`src/rtl/morse_symbol_decoder.sv`:
```
// Morse keyer front-end: synchronises and debounces a key, times marks/spaces and
// assembles dot/dash letters onto a valid/ready output. Optional: MORSE_ADAPTIVE_EN.
module morse_symbol_decoder #(
  parameter int DOT_TICKS = 10,
  parameter int CNT_W     = 16,
  parameter int MAX_SYM   = 6,
  parameter int DEB_N     = 2
) (
  input  logic               clk,
  input  logic               rst,
  input  logic               ena,
  input  logic               key_in,
  input  logic               sym_ready,
  output logic               sym_valid,
  output logic [MAX_SYM-1:0] sym_code,
  output logic [2:0]         sym_len,
  output logic               sym_err,
  output logic               word_gap,
  output logic               overflow,
  output logic               key_db,
  output logic [CNT_W-1:0]   dot_unit
);
  localparam int TW    = CNT_W + 3;
  localparam int DEB_W = $clog2(DEB_N + 1);
  localparam logic [CNT_W-1:0] CNT_MAX = '1;

  typedef enum logic [1:0] {IDLE, MARK, SPACE, EMIT} state_t;
  state_t state_q, state_d;

  logic               sync_p0, sync_p1;
  logic [DEB_W-1:0]   deb_cnt;
  logic [CNT_W-1:0]   cnt_q, cnt_d;
  logic [MAX_SYM-1:0] buf_q;
  logic [2:0]         elem_cnt;
  logic               err_q, armed_q, mark_pend_q;
  logic [TW-1:0]      cnt_x, two_u, five_u;
  logic               pending, space_end, gap_hit, is_dash;
  logic               do_append, do_emit, do_gap, set_mark_pend;

  function automatic logic [CNT_W-1:0] sat_inc(input logic [CNT_W-1:0] v);
    return (v == CNT_MAX) ? v : v + 1'b1;
  endfunction

  // Stage p0/p1: two-flop synchroniser (free-running), then debounce (held by ena)
  always_ff @(posedge clk) begin
    if (rst) begin
      sync_p0 <= 1'b0;
      sync_p1 <= 1'b0;
      deb_cnt <= '0;
      key_db  <= 1'b0;
    end else begin
      sync_p0 <= key_in;
      sync_p1 <= sync_p0;
      if (ena) begin
        if (sync_p1 == key_db) begin
          deb_cnt <= '0;
        end else if (deb_cnt == DEB_W'(DEB_N - 1)) begin
          key_db  <= sync_p1;
          deb_cnt <= '0;
        end else begin
          deb_cnt <= deb_cnt + 1'b1;
        end
      end
    end
  end

  // Stage: mark/space timing and letter assembly
  assign cnt_x     = TW'(cnt_q);
  assign two_u     = TW'(dot_unit) << 1;
  assign five_u    = (TW'(dot_unit) << 2) + TW'(dot_unit);
  assign pending   = (elem_cnt != 3'd0);
  assign space_end = pending && (cnt_x >= two_u);
  assign gap_hit   = armed_q && (cnt_x >= five_u);
  assign is_dash   = (cnt_x >= two_u);

  always_ff @(posedge clk) begin
    if (rst)      state_q <= IDLE;
    else if (ena) state_q <= state_d;
  end

  always_comb begin
    state_d = state_q;
    case (state_q)
      IDLE:  if (key_db) state_d = MARK;
      MARK:  if (!key_db) state_d = SPACE;
      SPACE: begin
        if (space_end)    state_d = EMIT;
        else if (key_db)  state_d = MARK;
        else if (gap_hit) state_d = IDLE;
      end
      EMIT:  state_d = (key_db || mark_pend_q) ? MARK : SPACE;
      default: state_d = IDLE;
    endcase
  end

  // A key rise that ends a letter is already the first mark tick; mark_pend carries it through EMIT
  always_comb begin
    cnt_d         = sat_inc(cnt_q);
    do_append     = 1'b0;
    do_emit       = 1'b0;
    do_gap        = 1'b0;
    set_mark_pend = 1'b0;
    case (state_q)
      IDLE: cnt_d = CNT_W'(1);
      MARK: begin
        if (!key_db) begin
          do_append = 1'b1;
          cnt_d     = CNT_W'(1);
        end
      end
      SPACE: begin
        if (key_db) begin
          cnt_d         = CNT_W'(1);
          set_mark_pend = space_end;
        end else if (!space_end && gap_hit) begin
          do_gap = 1'b1;
        end
      end
      EMIT: begin
        do_emit = 1'b1;
        if (mark_pend_q)  cnt_d = key_db ? sat_inc(cnt_q) : cnt_q;
        else if (key_db)  cnt_d = CNT_W'(1);
      end
      default: ;
    endcase
  end

  always_ff @(posedge clk) begin
    if (rst) begin
      cnt_q       <= '0;
      buf_q       <= '0;
      elem_cnt    <= '0;
      err_q       <= 1'b0;
      armed_q     <= 1'b0;
      mark_pend_q <= 1'b0;
      sym_valid   <= 1'b0;
      sym_code    <= '0;
      sym_len     <= '0;
      sym_err     <= 1'b0;
      word_gap    <= 1'b0;
      overflow    <= 1'b0;
    end else if (ena) begin
      cnt_q       <= cnt_d;
      mark_pend_q <= set_mark_pend;
      word_gap    <= do_gap;
      overflow    <= 1'b0;
      if (do_gap) armed_q <= 1'b0;
      if (do_append) begin
        if (elem_cnt < 3'(MAX_SYM)) begin
          buf_q    <= (buf_q << 1) | MAX_SYM'(is_dash);
          elem_cnt <= elem_cnt + 1'b1;
        end else begin
          err_q <= 1'b1;
        end
      end
      if (sym_valid && sym_ready) sym_valid <= 1'b0;
      if (do_emit) begin
        armed_q <= 1'b1;
        if (!sym_valid || sym_ready) begin
          sym_valid <= 1'b1;
          sym_code  <= buf_q;
          sym_len   <= elem_cnt;
          sym_err   <= err_q;
        end else begin
          overflow <= 1'b1;
        end
        buf_q    <= '0;
        elem_cnt <= '0;
        err_q    <= 1'b0;
      end
    end
  end

`ifdef MORSE_ADAPTIVE_EN
  // Stage: dot-unit tracking, updated once per classified mark
  localparam logic [TW-1:0] DU_MIN = TW'(4);
  localparam logic [TW-1:0] DU_MAX = TW'(1) << (CNT_W - 3);

  logic [CNT_W-1:0] du_q;
  logic [TW-1:0]    du_sum;

  function automatic logic [CNT_W-1:0] clamp_unit(input logic [TW-1:0] v);
    if (v < DU_MIN)      return CNT_W'(DU_MIN);
    else if (v > DU_MAX) return CNT_W'(DU_MAX);
    else                 return CNT_W'(v);
  endfunction

  always_comb begin
    if (is_dash) du_sum = (TW'(du_q) << 1) + TW'(du_q) + TW'(cnt_q / CNT_W'(3));
    else         du_sum = (TW'(du_q) << 1) + TW'(du_q) + cnt_x;
  end

  always_ff @(posedge clk) begin
    if (rst)                    du_q <= CNT_W'(DOT_TICKS);
    else if (ena && do_append)  du_q <= clamp_unit(du_sum >> 2);
  end

  assign dot_unit = du_q;
`else
  assign dot_unit = CNT_W'(DOT_TICKS);
`endif

endmodule

```
`config.mk`:
```
export PLATFORM = sky130hd
export DESIGN_NAME = morse_symbol_decoder
export DESIGN_NICKNAME = d
export VERILOG_FILES = /design/src/rtl/morse_symbol_decoder.sv
export SDC_FILE = /design/constraint.sdc
export NUM_CORES = 1
export LEC_CHECK = 0
export BUFFER_PORTS_ARGS = -buffer_cell sky130_fd_sc_hd__buf_2
export CAP_MARGIN = 40
export CORE_MARGIN = 1.5
export CORE_UTILIZATION = 51
export CTS_CLUSTER_DIAMETER = 100
export CTS_CLUSTER_SIZE = 28
export DETAILED_ROUTE_END_ITERATION = 10
export GPL_TIMING_DRIVEN = 0
export PLACE_DENSITY_LB_ADDON = 0.3
export SLEW_MARGIN = 40
export SYNTH_ARGS = -nofsm -noshare
export SYNTH_HDL_FRONTEND = slang
export SYNTH_SLANG_ARGS = --single-unit
```
`constraint.sdc`:
```
create_clock -name clk -period 1.94 [get_ports clk]
set_clock_uncertainty 0.1 [all_clocks]
set_input_delay 0.097 -clock clk [delete_from_list [all_inputs] [get_ports clk]]
set_output_delay 0.097 -clock clk [all_outputs]
set_load 0.01 [all_outputs]
```
# Word-level counts from Yosys, hierarchy flattened
# Index checks and enable logic that the tools add are counted.
# op_classes
mux	39
n_reduce_logical	20
n_lt_le_gt_ge	3
addsub	3
n_eq_ne	11
bitwise	2
# op_table
cell	n
$mux W16	5
$pmux W16 S4	1
$mux W1	18
$mux W6	3
$add A16 B1 Y16 const B	1
$eq A16 B16 Y1 const B	1
$ge A16 B5 Y1 const B	1
$ge A16 B6 Y1 const B	1
$mux W2	8
$reduce_and A3 Y1	4
$mux W3	3
$pmux W2 S4	1
$ne A2 B2 Y1 const B	3
$or A6 B1 Y6	1
$reduce_bool A2 Y1	3
$eq A2 B1 Y1 const B	2
$eq A2 B2 Y1 const B	2
$logic_and A1 B1 Y1	4
$ne A4 B4 Y1 const B	1
$reduce_and A2 Y1	2
$reduce_and A4 Y1	1
$add A3 B1 Y3 const B	1
$lt A3 B3 Y1 const B	1
$ne A3 B3 Y1 const B	1
7 further kinds	9
# word_totals
regBits	48
word_cells	95
output_inout_bits	30
in_bits	5

# Logic depth before layout (Yosys ltp)
# logic_depth
depth_word	9
depth_mapped	7
ltp_nobuf	7

# Least setup slack after synthesis
# No wires, ideal clock.
# synth_path
kind	register to register
start	register cnt_q[1]
end	register cnt_q[3]
path_slack_ns	-0.066
arrival_ns	1.839
setup_ns	0.067
stages_incl_launch_ff	8
cell_sequence	dfxtp_1 > ha_1 > nand3_1 > or4_4 > buf_6 > a41oi_2 > o21ai_2 > a21oi_2
# synth_via
elab_chain_len	5
elab_cells_between_ends	8
classes_between	add/sub: 1; eq/ne: 1; mux: 6
# synth_lines
element	line_no	rtl
start: declaration	32	logic [CNT_W-1:0] cnt_q, cnt_d;
start signal: assignment	143	cnt_q <= cnt_d;
$add A16 B1 Y16 or $eq A16 B16 Y1 (tied branches)	41	return (v == CNT_MAX) ? v : v + 1'b1;
$mux W16 *	41	
$mux W16 (on tied branches)	112, 122, 121	
$mux W16	121	if (mark_pend_q) cnt_d = key_db ? sat_inc(cnt_q) : cnt_q;
$pmux W16 S4 *	103	case (state_q)
# Mark *: on every way between the ends. The rest lies on a longest branch, timed or not. The select of a mux whose other input is x is not followed.
# A chain may end at the register's enable or synchronous reset.

# Worst setup path after layout
# layout_path
start	register cnt_q[1]
end	register cnt_q[0]
# layout_via
elab_chain_len	5
elab_cells_between_ends	7
classes_between	eq/ne: 1; mux: 6
# layout_lines
element	line_no
$eq A16 B16 Y1 *	41
$mux W16 *	--
$mux W16 (on tied branches)	--
$mux W16	121
$pmux W16 S4 *	103
# Marks and branches as above.

==> qor_table.md <==
| Result | Value |
| --- | --- |
| RSZ-0062 raised after global routing | yes |
| Utilization of the core after routing | 64.0% |
| Post-route DRC violation count | 0 |
| Master of the slowest instance on the critical path | or4_4 |
| Number of distinct standard cells referenced by the synthesized netlist | 64 |
| Clock-pin slew of the registers on the worst-case setup and hold paths | 0.09 ns |
| Non-Filler Instances | 394 |
| Vias per cell | 5.53 |
| Worst Tran Pin Value | 0.654 ns |
| Number of search-and-repair iterations in the first detailed-routing pass | 4 |
| Violated checks | negative setup slack |
| Critical path, cell by cell | ha_4, nand3_4, or4_4, buf_8, o21a_1, nor2_1, a311oi_1 |
| Clock tree from TritonCTS | yes |
| Post-DRT Antenna Nets | 0 |
| WL final | 5560 um |
| Startpoint Class | register |
| Rel. slew slack | 56.4% |
| Synthesis Warnings | 0 |
| Flip-flop and latch count after synthesis | 48 |
| Overall via count from detail_route | 2180 |
| Floorplan core area | 4660 sq um |
| Hold violation count in the final report | 0 |
| Largest net degree at the start of global routing | 17 |
| Status | finished with violations |
| Top FF cell, synth | dfxtp_1 |
| Clk Tree Root Cell | clkbuf_8 |
| Ratio of total power to cell area | 616 nW/um^2 |
| Worst VDD drop | 0.519 mV |
| Largest incremental delay on the critical path | 0.58 ns |
| Half-perimeter wire length of the detailed placement result | 3640 um |
| GRT Resource Usage Total | 21.3% |
| Overall power after layout | 1.84 mW |
| Worst path bufs/invs | 1 |
| Post-route standard cell area excluding fillers | 2980 sq um |
| Most used cells in the layout excluding fill and tap cells | 37 x dfxtp_1, 33 x nor2_1, 27 x buf_4 |
| Time the worst path needs with I/O delays and setup | 1.94 ns |
| Leading cell type in the layout, fill and taps excluded | dfxtp_1 |
| Cells after Synth | 290 |
| Required time reported for the critical path endpoint | 2.00 ns |
| Netlist area before placement | 2450 sq um |
| Die area | 5220 sq um |
| Antenna violations before repair | 0 |
| LEAKAGE | 1.18 nW |
| Post-layout worst setup margin | -0.00164 ns |
| Die Height | 72.3 um |
| GP Congestion | 0.838 |
| Horizontal die dimension | 72.3 um |
| Share of post-route cells with drive strength above 1 | 27.1% |
| Worst R2R Path Depth | 7 |
| Layout net count | 348 |
| Max Slew Vio Count | 0 |
| Setup violation total in the final timing report | 1 |
| Final hold slack | 0.0321 ns |
| Pre-CTS setup slack | -0.203 ns |
| # Max-Cap Violations | 0 |
| Global route overflow | 0 |
| I/O pin count | 35 |
| Depth of the critical timing path with buffers and inverters included | 7 |
| CTS max path bufs | 2 |
| Vias in the first global route | 1891 |
| TNS Setup | -0.00164 ns |
| Maximum level of the CTS H-tree | 2 |
| Final routed wire length divided by cell count | 14.1 um |
| Proportion of register bits with asynchronous set or reset after synthesis | 0% |
| Buffers added on ports | 18 |
| Ranking of synthesized cells by area | dfxtp_1 39%, nor2_1 5.1%, mux2i_1 4.9% |
| Area growth, synth to finish | 21.8% |
| Class of the tightest hold or removal check | primary input to register |
| Post-DP Area | 2660 sq um |
| Synth top area share | 39.3% |
| Clock latency of the later-clocked register in the worst-skew pair | 0.30 ns |
| Max Fanout on Critical Path | 5 |
| Worst Path Arrival | 2.00 ns |
| Register area share after synthesis | 39.3% |
| Max Fclk | 515 MHz |
| Post-synth EDFFs | 0 |
| Post-synth top area cell | dfxtp_1 |
| Setup Crit Path Kind | register to register |
| Global-route wire length before repair | 8750 um |
| Row Count | 25 |
| Placed cells | 376 |
| Kind of end point of the critical path | register |
| Cell count of the worst hold path | 4 |
| Clock sink count | 48 |
| First-iteration detailed-routing DRC count | 182 |
| Final period util | 100% |
| Initial core utilization | 52.5% |
| Kind of cell with the highest combined delay on the critical path | simple AND/OR/NAND/NOR gates |
| Clock buffers created by TritonCTS | 5 |
| Antenna fix cells | 0 |
| Mean area per synthesized cell | 8.44 sq um |
[worst paths after layout]
kind / startpoint / endpoint / slack, ns
hold reg to reg: sync_p0 / sync_p1 / 0.35
hold / removal: sym_ready / sym_valid / 0.03
setup reg to reg: cnt_q[1] / cnt_q[0] / -0.002
setup / recovery: cnt_q[1] / cnt_q[0] / -0.002
[cell families (layout without fill, tap and decap cells)]
kind of cell / after synthesis / after routing / synth area share, %
DFF: 48 / 48 / 39.3
and+or+nand+nor: 120 / 120 / 26.3
adders and majority gates: 4 / 4 / 2.05
buffers and inverters: 37 / 73 / 8.64
other: 2 / 16 / 0.307
xor gates and xnor gates: 3 / 3 / 1.07
AOI/OAI and AO/OA: 63 / 63 / 17.0
muxes: 13 / 13 / 5.37
[state kept, by name (all words and copies together), names as in the netlist]
signal / count
deb_cnt: 2
word_gap: 1
sync_p1: 1
key_db: 1
sym_err: 1
sym_code: 6
sym_len: 3
sym_valid: 1
sync_p0: 1
buf_q: 6
overflow: 1
armed_q: 1
cnt_q: 16
elem_cnt: 3
mark_pend_q: 1
state_q: 2
err_q: 1
[cell usage after synthesis (all sizes together) (2+ instances only)]
library cell,instances
xnor2,2
o21ai,12
or3,4
nand2,25
nor2b,5
mux2i,12
o21a,3
or2,2
and2,4
a21oi,23
and3,3
a31oi,6
buf,23
ha,4
nor2,34
inv,6
or4b,2
dfxtp,48
nor4,4
clkbuf,7
a22oi,2
a41oi,2
or4,2
o31ai,2
o211a,2
nand3,13
nor3,8
conb,2
nand4,7
o32ai,2
[cell type report]
class | count | area [sq um]
tap | 54 | 67.6
multi-input combinational | 219 | 1400
clock buffer | 5 | 68.8
fill | 400 | 1680
inverter | 7 | 26.3
timing repair buffer | 30 | 200
sequential | 48 | 980
buffer | 28 | 194
clock inverter | 3 | 46.3
[where the power goes]
| part | internal [mW] | switching, mW | leakage [nW] |
|---|---|---|---|
| clock network | 0.389 | 0.354 | 0.0548 |
| logic | 0.0412 | 0.0633 | 0.734 |
| registers | 0.987 | 0.00358 | 0.393 |
[worst register-to-register path, delay by kind of cell, from the launching register on]
family | cells | cell delay [ns]
flops | 1 | 0.38
simple gates | 3 | 0.78
fa+ha+maj | 1 | 0.16
compound gates | 2 | 0.23
buf+inv | 1 | 0.15
[repair_timing]
| item | 4_1_cts | 5_1_grt |
|---|---|---|
| resized for setup | 12 | 19 |
| buffers inserted | 0 | 10 |
| hold buffers | 1 | 0 |
| setup endpoints to repair | 25 | 14 |
| endpoints found under the hold margin | 1 | 0 |
| gates cloned | 0 | 1 |
| pin swaps | 1 | 5 |
[per-layer routing]
| layer | global-route usage [%] | routed length [um] |
|---|---|---|
| met5 | 0 | 0 |
| met4 | 6.50 | 75 |
| met3 | 3.75 | 348 |
| met2 | 35.5 | 2680 |
| met1 | 28.3 | 2460 |
Power figures use the tool's default switching activity.
